<file path="src/rtl/ltc_work_sequencer.sv">
// Work sequencer for the scrypt core: assembles serial getwork packets, dispatches
// epoch-tagged nonces over a ready/start handshake and queues golden nonces for TX.
module ltc_work_sequencer #(
  parameter int WORK_BYTES   = 84,
  parameter int GAP_CYCLES   = 1000,
  parameter int RESULT_DEPTH = 4
) (
  input  logic         clk,
  input  logic         rst_n,
  input  logic [7:0]   rx_data,
  input  logic         rx_valid,
  input  logic         core_ready,
  output logic         core_start,
  output logic [607:0] core_data,
  output logic [31:0]  core_nonce,
  output logic [1:0]   core_tag,
  input  logic         core_done,
  input  logic [31:0]  core_done_nonce,
  input  logic [1:0]   core_done_tag,
  input  logic [31:0]  core_hash_hi,
  output logic [31:0]  tx_word,
  output logic         tx_send,
  input  logic         tx_busy,
  output logic         work_loaded,
  output logic         nonce_exhausted,
  output logic         result_overflow,
  output logic [15:0]  golden_count
);

  localparam int PKT_W = WORK_BYTES * 8;
  localparam int BC_W  = $clog2(WORK_BYTES);
  localparam int GAP_W = $clog2(GAP_CYCLES);
  localparam int PTR_W = $clog2(RESULT_DEPTH);

  localparam logic [BC_W-1:0]  LAST_BYTE = BC_W'(WORK_BYTES - 1);
  localparam logic [GAP_W-1:0] GAP_LAST  = GAP_W'(GAP_CYCLES - 1);
  localparam logic [PTR_W:0]   FIFO_FULL = (PTR_W + 1)'(RESULT_DEPTH);

  localparam logic [1:0] S_IDLE      = 2'd0;
  localparam logic [1:0] S_RUN       = 2'd1;
  localparam logic [1:0] S_EXHAUSTED = 2'd2;

  localparam logic [1:0] T_IDLE    = 2'd0;
  localparam logic [1:0] T_WAIT_HI = 2'd1;
  localparam logic [1:0] T_WAIT_LO = 2'd2;

  // Only the first WORK_BYTES-1 bytes are stored; the final byte joins straight from rx_data.
  logic [PKT_W-9:0]  sr;
  logic [PKT_W-1:0]  packet;
  logic [BC_W-1:0]   byte_cnt;
  logic [GAP_W-1:0]  gap_cnt;
  logic              load;

  logic [31:0]       target;
  logic [31:0]       nonce_next;
  logic [1:0]        epoch;
  logic [1:0]        seq_state;
  logic              dispatch;

  logic [31:0]       fifo_mem [RESULT_DEPTH];
  logic [PTR_W-1:0]  wr_ptr;
  logic [PTR_W-1:0]  rd_ptr;
  logic [PTR_W:0]    fifo_cnt;
  logic              golden;
  logic              push;
  logic              pop;
  logic [1:0]        tx_state;

  assign packet   = {sr, rx_data};
  assign load     = rx_valid && (byte_cnt == LAST_BYTE);
  assign dispatch = (seq_state == S_RUN) && core_ready && !core_start;

  // NOTE: all state uses non-blocking assignments so every register samples pre-edge values.
  always_ff @(posedge clk or negedge rst_n) begin
    if (!rst_n) begin
      sr       <= '0;
      byte_cnt <= '0;
      gap_cnt  <= '0;
    end else if (rx_valid) begin
      sr       <= packet[PKT_W-9:0];
      gap_cnt  <= '0;
      byte_cnt <= load ? '0 : byte_cnt + 1'b1;
    end else if (byte_cnt != '0) begin
      if (gap_cnt == GAP_LAST) begin
        byte_cnt <= '0;
        gap_cnt  <= '0;
      end else begin
        gap_cnt <= gap_cnt + 1'b1;
      end
    end
  end

  always_ff @(posedge clk or negedge rst_n) begin
    if (!rst_n) begin
      target          <= '0;
      nonce_next      <= '0;
      core_data       <= '0;
      epoch           <= '0;
      work_loaded     <= 1'b0;
      nonce_exhausted <= 1'b0;
      seq_state       <= S_IDLE;
      core_start      <= 1'b0;
      core_nonce      <= '0;
      core_tag        <= '0;
    end else begin
      core_start <= 1'b0;
      if (dispatch) begin
        core_start <= 1'b1;
        core_nonce <= nonce_next;
        core_tag   <= epoch;
        nonce_next <= nonce_next + 32'd1;
        if (nonce_next == 32'hFFFF_FFFF) begin
          seq_state       <= S_EXHAUSTED;
          nonce_exhausted <= 1'b1;
        end
      end
      // A load placed after the dispatch wins: this cycle's start used the old work.
      if (load) begin
        target          <= packet[PKT_W-1 -: 32];
        nonce_next      <= packet[PKT_W-33 -: 32];
        core_data       <= packet[607:0];
        epoch           <= epoch + 2'd1;
        work_loaded     <= 1'b1;
        nonce_exhausted <= 1'b0;
        seq_state       <= S_RUN;
      end
    end
  end

  assign golden = core_done && (core_done_tag == epoch) && (core_hash_hi <= target);
  assign pop    = (tx_state == T_IDLE) && (fifo_cnt != '0) && !tx_busy;
  assign push   = golden && ((fifo_cnt != FIFO_FULL) || pop);

  // NOTE: FIFO storage is deliberately not reset; the pointers and count define validity.
  always_ff @(posedge clk) begin
    if (push) fifo_mem[wr_ptr] <= core_done_nonce;
  end

  always_ff @(posedge clk or negedge rst_n) begin
    if (!rst_n) begin
      wr_ptr          <= '0;
      rd_ptr          <= '0;
      fifo_cnt        <= '0;
      golden_count    <= '0;
      result_overflow <= 1'b0;
    end else begin
      if (push) begin
        wr_ptr       <= wr_ptr + 1'b1;
        golden_count <= golden_count + 16'd1;
      end else if (golden) begin
        result_overflow <= 1'b1;
      end
      if (pop) rd_ptr <= rd_ptr + 1'b1;
      case ({push, pop})
        2'b10:   fifo_cnt <= fifo_cnt + 1'b1;
        2'b01:   fifo_cnt <= fifo_cnt - 1'b1;
        default: fifo_cnt <= fifo_cnt;
      endcase
    end
  end

  always_ff @(posedge clk or negedge rst_n) begin
    if (!rst_n) begin
      tx_state <= T_IDLE;
      tx_send  <= 1'b0;
      tx_word  <= '0;
    end else begin
      tx_send <= 1'b0;
      case (tx_state)
        T_IDLE: if (pop) begin
          tx_word  <= fifo_mem[rd_ptr];
          tx_send  <= 1'b1;
          tx_state <= T_WAIT_HI;
        end
        T_WAIT_HI: if (tx_busy)  tx_state <= T_WAIT_LO;
        T_WAIT_LO: if (!tx_busy) tx_state <= T_IDLE;
        default:   tx_state <= T_IDLE;
      endcase
    end
  end

endmodule

</file>
<file path="config.mk">
export PLATFORM = sky130hd
export DESIGN_NAME = ltc_work_sequencer
export DESIGN_NICKNAME = d
export VERILOG_FILES = /design/src/rtl/ltc_work_sequencer.sv
export SDC_FILE = /design/constraint.sdc
export NUM_CORES = 2
export LEC_CHECK = 0
export ABC_AREA = 1
export BUFFER_PORTS_ARGS = -buffer_cell sky130_fd_sc_hd__buf_2
export CAP_MARGIN = 20
export CORE_ASPECT_RATIO = 1.2
export CORE_UTILIZATION = 60
export CTS_CLUSTER_SIZE = 16
export DETAILED_ROUTE_END_ITERATION = 8
export PLACE_DENSITY = 0.82
export REMOVE_ABC_BUFFERS = 1
export SLEW_MARGIN = 40
export SYNTH_ARGS = -nofsm -noshare
export SYNTH_HDL_FRONTEND = slang
export SYNTH_SLANG_ARGS = --single-unit
</file>
<file path="constraint.sdc">
create_clock -name clk -period 5.7 [get_ports clk]
set_clock_uncertainty 0.05 [all_clocks]
set_input_delay 0.57 -clock clk [delete_from_list [all_inputs] [get_ports clk]]
set_output_delay 0.57 -clock clk [all_outputs]
set_load 0.02 [all_outputs]
</file>
== Yosys cells after proc, flatten, opt, wreduce, memory -nomap -nowiden ==
Memory sizes are Yosys's and may differ from the RTL's. A register that Yosys moved wholly into a read port is not among the register bits.
Index checks and enable logic that the tools add are counted.

* Memory bits (read-only): 0
* Logic and storage cells: 95
* Latch bits: 0
* Memories: 1
* Flip-flop bits (word level): 1,421
* Bits of input ports: 80
* RAM bits: 128

{| class="wikitable"
|+ Memories
! memory !! depth !! bits a word !! read ports !! clocked after Yosys merged registers in !! wr ports !! line !! source
|-
| fifo_mem || 4 || 32 || 1 || 1 || 1 || 60 || <nowiki>logic [31:0] fifo_mem [RESULT_DEPTH];</nowiki>
|}

* Bitwise logic cells: 1
* Multiply operators: 0
* $lt $le $gt $ge: 1
* Divide/modulo/power cells: 0
* Shift operators: 0
* $add $sub $neg: 9
* Reduce and logical (&&, ||, !) cells: 25
* Equality and inequality tests: 13
* Mux-type cells: 25

{| class="wikitable"
|+ Operators with widths
! operator !! number
|-
| two-way mux 32 bit || 2
|-
| adder 32 x 1 -> 32 bit (second input constant) || 1
|-
| == test 32 bit (second input constant) || 1
|-
| less-or-equal comparator 32 bit || 1
|-
| two-way mux 10 bit || 3
|-
| two-way mux 7 bit || 4
|-
| adder 16 x 1 -> 16 bit (second input constant) || 1
|-
| two-way mux 2 bit || 6
|-
| adder 10 x 1 -> 10 bit (second input constant) || 1
|-
| == test 10 bit (second input constant) || 1
|-
| nonzero test 2 bit || 5
|-
| logical AND 1 bit || 8
|-
| two-way mux 1 bit || 8
|-
| AND reduction 2 bit || 4
|-
| adder 7 x 1 -> 7 bit (second input constant) || 1
|-
| == test 7 bit (second input constant) || 1
|-
| nonzero test 7 bit || 1
|-
| adder 2 x 1 -> 2 bit (second input constant) || 3
|-
| == test 2 x 1 -> 1 bit (second input constant) || 3
|-
| inequality test 2 bit (second input constant) || 3
|-
| one-hot mux 2 bit (3 select lines) || 1
|-
| one-hot mux 3 bit (2 select lines) || 1
|-
| == test 2 bit (second input constant) || 2
|-
| adder 3 x 1 -> 3 bit (second input constant) || 1
|-
| 9 further kinds || 11
|}

== Longest topological paths before layout ==
* Word-level depth: 7
* Gate-level depth with buffers: 24
* Gate-level depth less buffers: 24

== Worst setup path before layout ==
No wires, ideal clock.

* Path type: input -> register
* Start point: input core_hash_hi[21]
* End point: memory fifo_mem[0][0], enable pin
* Library setup time: 0.421 ns
* Stages: 12
* Setup slack: 2.010 ns
* Arrival: 3.219 ns
* Required time: 5.229 ns
* Cell sequence: ha_1 > a21oi_1 > nor2_1 > nor2_1 > nand3_1 > a21oi_1 > nand2_1 > nand2_1 > nand3_1 > buf_2 > buf_2 > nor2_1

* Longest elaborated chain between the ends: 5

{| class="wikitable"
|+ RTL lines
! item !! line !! source
|-
| from (decl) || 20 || <nowiki>input logic [31:0] core_hash_hi,</nowiki>
|-
| less-or-equal comparator 32 bit || 130 || <nowiki>assign golden = core_done && (core_done_tag == epoch) && (core_hash_hi <= target);</nowiki>
|-
| logical AND 1 bit || 130 ||
|-
| logical AND 1 bit || 132 || <nowiki>assign push = golden && ((fifo_cnt != FIFO_FULL) || pop);</nowiki>
|-
| two-way mux 1 bit || 136 || <nowiki>if (push) fifo_mem[wr_ptr] <= core_done_nonce;</nowiki>
|-
| two-way mux 1 bit (not written as such) || 136 ||
|-
| to (decl) || 60 ||
|}

No other way between the ends.

== Final worst setup path ==
* Start point: input rx_valid
* End point: register nonce_next[9]

* Longest elaborated chain between the ends: 2
* Elaborated cells on any way between the ends: 3

{| class="wikitable"
|+ RTL lines
! item !! line !! source
|-
| from (decl) || 11 || <nowiki>input logic rx_valid,</nowiki>
|-
| logical AND 1 bit * || 70 || <nowiki>assign load = rx_valid && (byte_cnt == LAST_BYTE);</nowiki>
|-
| two-way mux 32 bit or nonzero test 2 bit (tied branches) || -- ||
|-
| to (signal assigned) || 111 || <nowiki>nonce_next <= nonce_next + 32'd1;</nowiki>
|-
| to (signal assigned) || 120 || <nowiki>nonce_next <= packet[PKT_W-33 -: 32];</nowiki>
|-
| to (decl) || 55 || <nowiki>logic [31:0] nonce_next;</nowiki>
|}

Every way passes the cells marked *; elsewhere a longest branch is shown, timed or not.
A chain may end at the register's enable or synchronous reset.

==> out/results.txt <==
Crit end category: flop
Fmax achieved: 281 MHz
Switching power total: 12.8 mW
Longest Clk Path Bufs: 3
Max incr delay on CP: 0.65 ns
Async S/R FF share, synth: 0.919
I/O pins: 775
Syn Area/Cell: 9.84 um2
Worst path top cell family by delay: buffers and inverters
Initial Utilization: 0.604
Cells after synthesis: 6,126
Post-CTS Resized: 0
CTS Sinks: 1,580
Area growth, synth to finish: 16.8%
DRC Markers: 0
Share of layout cells above drive strength 1: 0.155
Initial DRC count: 4,261
Clock Latency Late Sink: 0.76 ns
Most frequent cells in the layout: 1,484 x nand2_1, 1,451 x dfrtp_1, 1,383 x o21ai_0, 772 x buf_2, 759 x inv_1
Worst path cell trace: buf_8 > inv_1 > buf_4 > nor2_4 > clkinv_8 > buf_4 > buf_12 > o21ai_0 > a21oi_1 > o21ai_0 > o21ai_0
Crit start category: input pin
Post-DP HPWL: 97.1 mm
Count of cell types in the netlist: 43
Synth Cell Area: 60,300 um2
DP Cell Count: 7,893
RSZ-0062 raised after global routing: false
MaxCap Viol Count: 0
DR vias/cell: 5.47
Rows: 127
Post-synth EDFFs: 128
Pre-Repair DR Iteration Count: 5
Final setup viols: 0
H-tree level count: 4
Number of port buffers: 774
Overflow after GRT: 0
Setup Buffers After CTS: 0
Static Leakage: 33.8 nW
#FFs+latches synth: 1,580
Total core area: 99,800 um2
Largest net degree at the start of global routing: 253
Nets@finish: 6,918
Initial antenna violation count: 6
Via count: 44,900
Root buf cell: clkbuf_16
Clock tree from TritonCTS: yes
Antenna-violating nets left: 0
Worst Max-Slew Pin Slew: 0.888 ns
Pwr Total: 35.5 mW
Gpl congestion: 0.916
Critical Path RT: 6.24 ns
Number of global-route vias before repair: 44,600
Chip width: 291 um
Status: finished, final reports clean
Cell-internal power: 22.7 mW
Synth warn: 0
Top cell by count, worst path: o21ai_0
CP Max Fanout: 176
Dpl cell area: 65,000 um2
CP max stage cell: nor2_4
Reg power frac: 0.457
Most common cell after layout, fill and taps aside: nand2_1
First-pass GRT wire length: 238 mm
Pre-CTS setup slack: 1.64 ns
CP Buf/Inv Count: 6
Endpoints failing hold: 0
Period minus WS final: 3.56 ns
CP arrival: 4.10 ns
# hold bufs at CTS: 39
Post-DR wirelength/cell: 18.3 um
Chip height: 349 um
Fin crit share: 0.625
Final std cells w/o fill: 8,207
All-Layer GR Usage: 0.296
Critical path class: in2reg
Clock share of power: 0.278
Finished layout cell area: 70,400 um2
Register area share after synthesis: 0.667
Die area: 102,000 um2
Final wirelength: 151 mm
Final Worst Setup Slack: 2.14 ns
Final Max Tran Viols: 0
HP Class: in2reg
Maximum vdd drop: 0.413 mV
Clock Pin Slew Worst Setup and Hold Paths: 0.06 ns
Combinational share of power: 0.264
Max transition margin: 0.408
CP startpoint: rx_valid
Final-layout fill cell count: 6,855
Sw Ratio: 0.360
Number of CTS-inserted buffers: 148
Worst r2r src: byte_cnt[4]
Hold Path Origin: rx_data[0]
Power Dens Cells: 505 nW/um2
Dominant synthesized flop cell: dfrtp_1
## final cells by class
type | instances | area (um2) | area share
flip-flops and latches | 1580 | 40200 | 0.571
multi-input cells | 3436 | 15800 | 0.225
repair buffers | 863 | 4990 | 0.0709
clock buffers | 218 | 4270 | 0.0607
inverters | 767 | 2890 | 0.0411
well taps | 1290 | 1610 | 0.0229
clock inverters | 46 | 612 | 0.00869
diodes | 7 | 17.5 | 0.000249
## cell families after synthesis
group	share of synthesized area
AND/OR/NAND/NOR	0.116
flip-flops	0.667
XOR/XNOR	0.00654
adder cells (fa/ha/maj)	0.00884
AO/OA/AOI/OAI	0.131
buffers and inverters	0.0712
## flip-flops by register name (all words and copies together) (netlist names), 3 cells and up
| register | flops |
|---|---|
| sr | 664 |
| core_data | 608 |
| fifo_cnt | 3 |
| nonce_next | 32 |
| gap_cnt | 10 |
| tx_word | 32 |
| byte_cnt | 7 |
| fifo_mem | 128 |
| target | 32 |
| golden_count | 16 |
| core_nonce | 32 |
## Yosys cell counts (10+ instances only)
master,count,share of area
nor2_1,218,0.014
inv_1,761,0.047
o21ai_0,1383,0.11
xor2_1,35,0.0051
nand4_1,15,0.0016
o21ai_1,63,0.0052
nor3_1,24,0.0020
a21oi_1,37,0.0031
o211ai_1,14,0.0017
nand2_1,1484,0.092
edfxtp_1,128,0.064
nand3_1,33,0.0027
ha_1,41,0.0085
clkbuf_1,251,0.016
o22ai_1,10,0.0010
xnor2_1,10,0.0015
dfrtp_1,1452,0.60
a31oi_1,35,0.0036
buf_2,79,0.0066
## path summary, 6_finish.rpt
check | cells after the start | end | slack, ns
setup / recovery | 11 | nonce_next[9] | 2.14
hold / removal | 3 | sr[0] | 0.06
setup reg to reg | 11 | nonce_next[9] | 2.15
hold reg to reg | 2 | sr[546] | 0.42
max in group asynchronous | 5 | golden_count[8] | 3.59
min in group asynchronous | 2 | core_data[517] | 0.26
## metal layers
layer / vias to the layer above / wire, um / track usage
met3: 393 / 12100 / 0.0775
met4: 4 / 8390 / 0.160
met5: - / 29 / 0
met1: 22100 / 57200 / 0.365
li1: 20800 / - / -
met2: 1664 / 72700 / 0.479
## through the flow
stage	setup TNS, ns	hold slack, ns	util
final	0	0.0576	0.705
after CTS	0	0.00939	0.704
after floorplan	-4115.12	0.224	-
after detailed placement	0	0.409	0.651
after global placement	0	0.398	0.650
after global routing	0	0.0294	0.705
## worst register-to-register path: cells and delay by family, from the launching register on
family,cells,cell delay (ns)
buffers and inverters,4,1.52
AND/OR/NAND/NOR,3,0.90
flip-flops,1,0.47
AO/OA/AOI/OAI,4,0.46
## power groups by stage
stage | Sequential (mW) | Combinational (mW) | Clock, mW
after global routing | 16.5 | 10.3 | 10.5
after detailed placement | 16.3 | 9.25 | 0
final | 16.2 | 9.40 | 9.89
after floorplan | 18.2 | 3.10 | 0
after global placement | 16.2 | 8.90 | 0
after CTS | 16.2 | 9.40 | 10.0
Note: power is estimated with default switching activity, not from simulation.
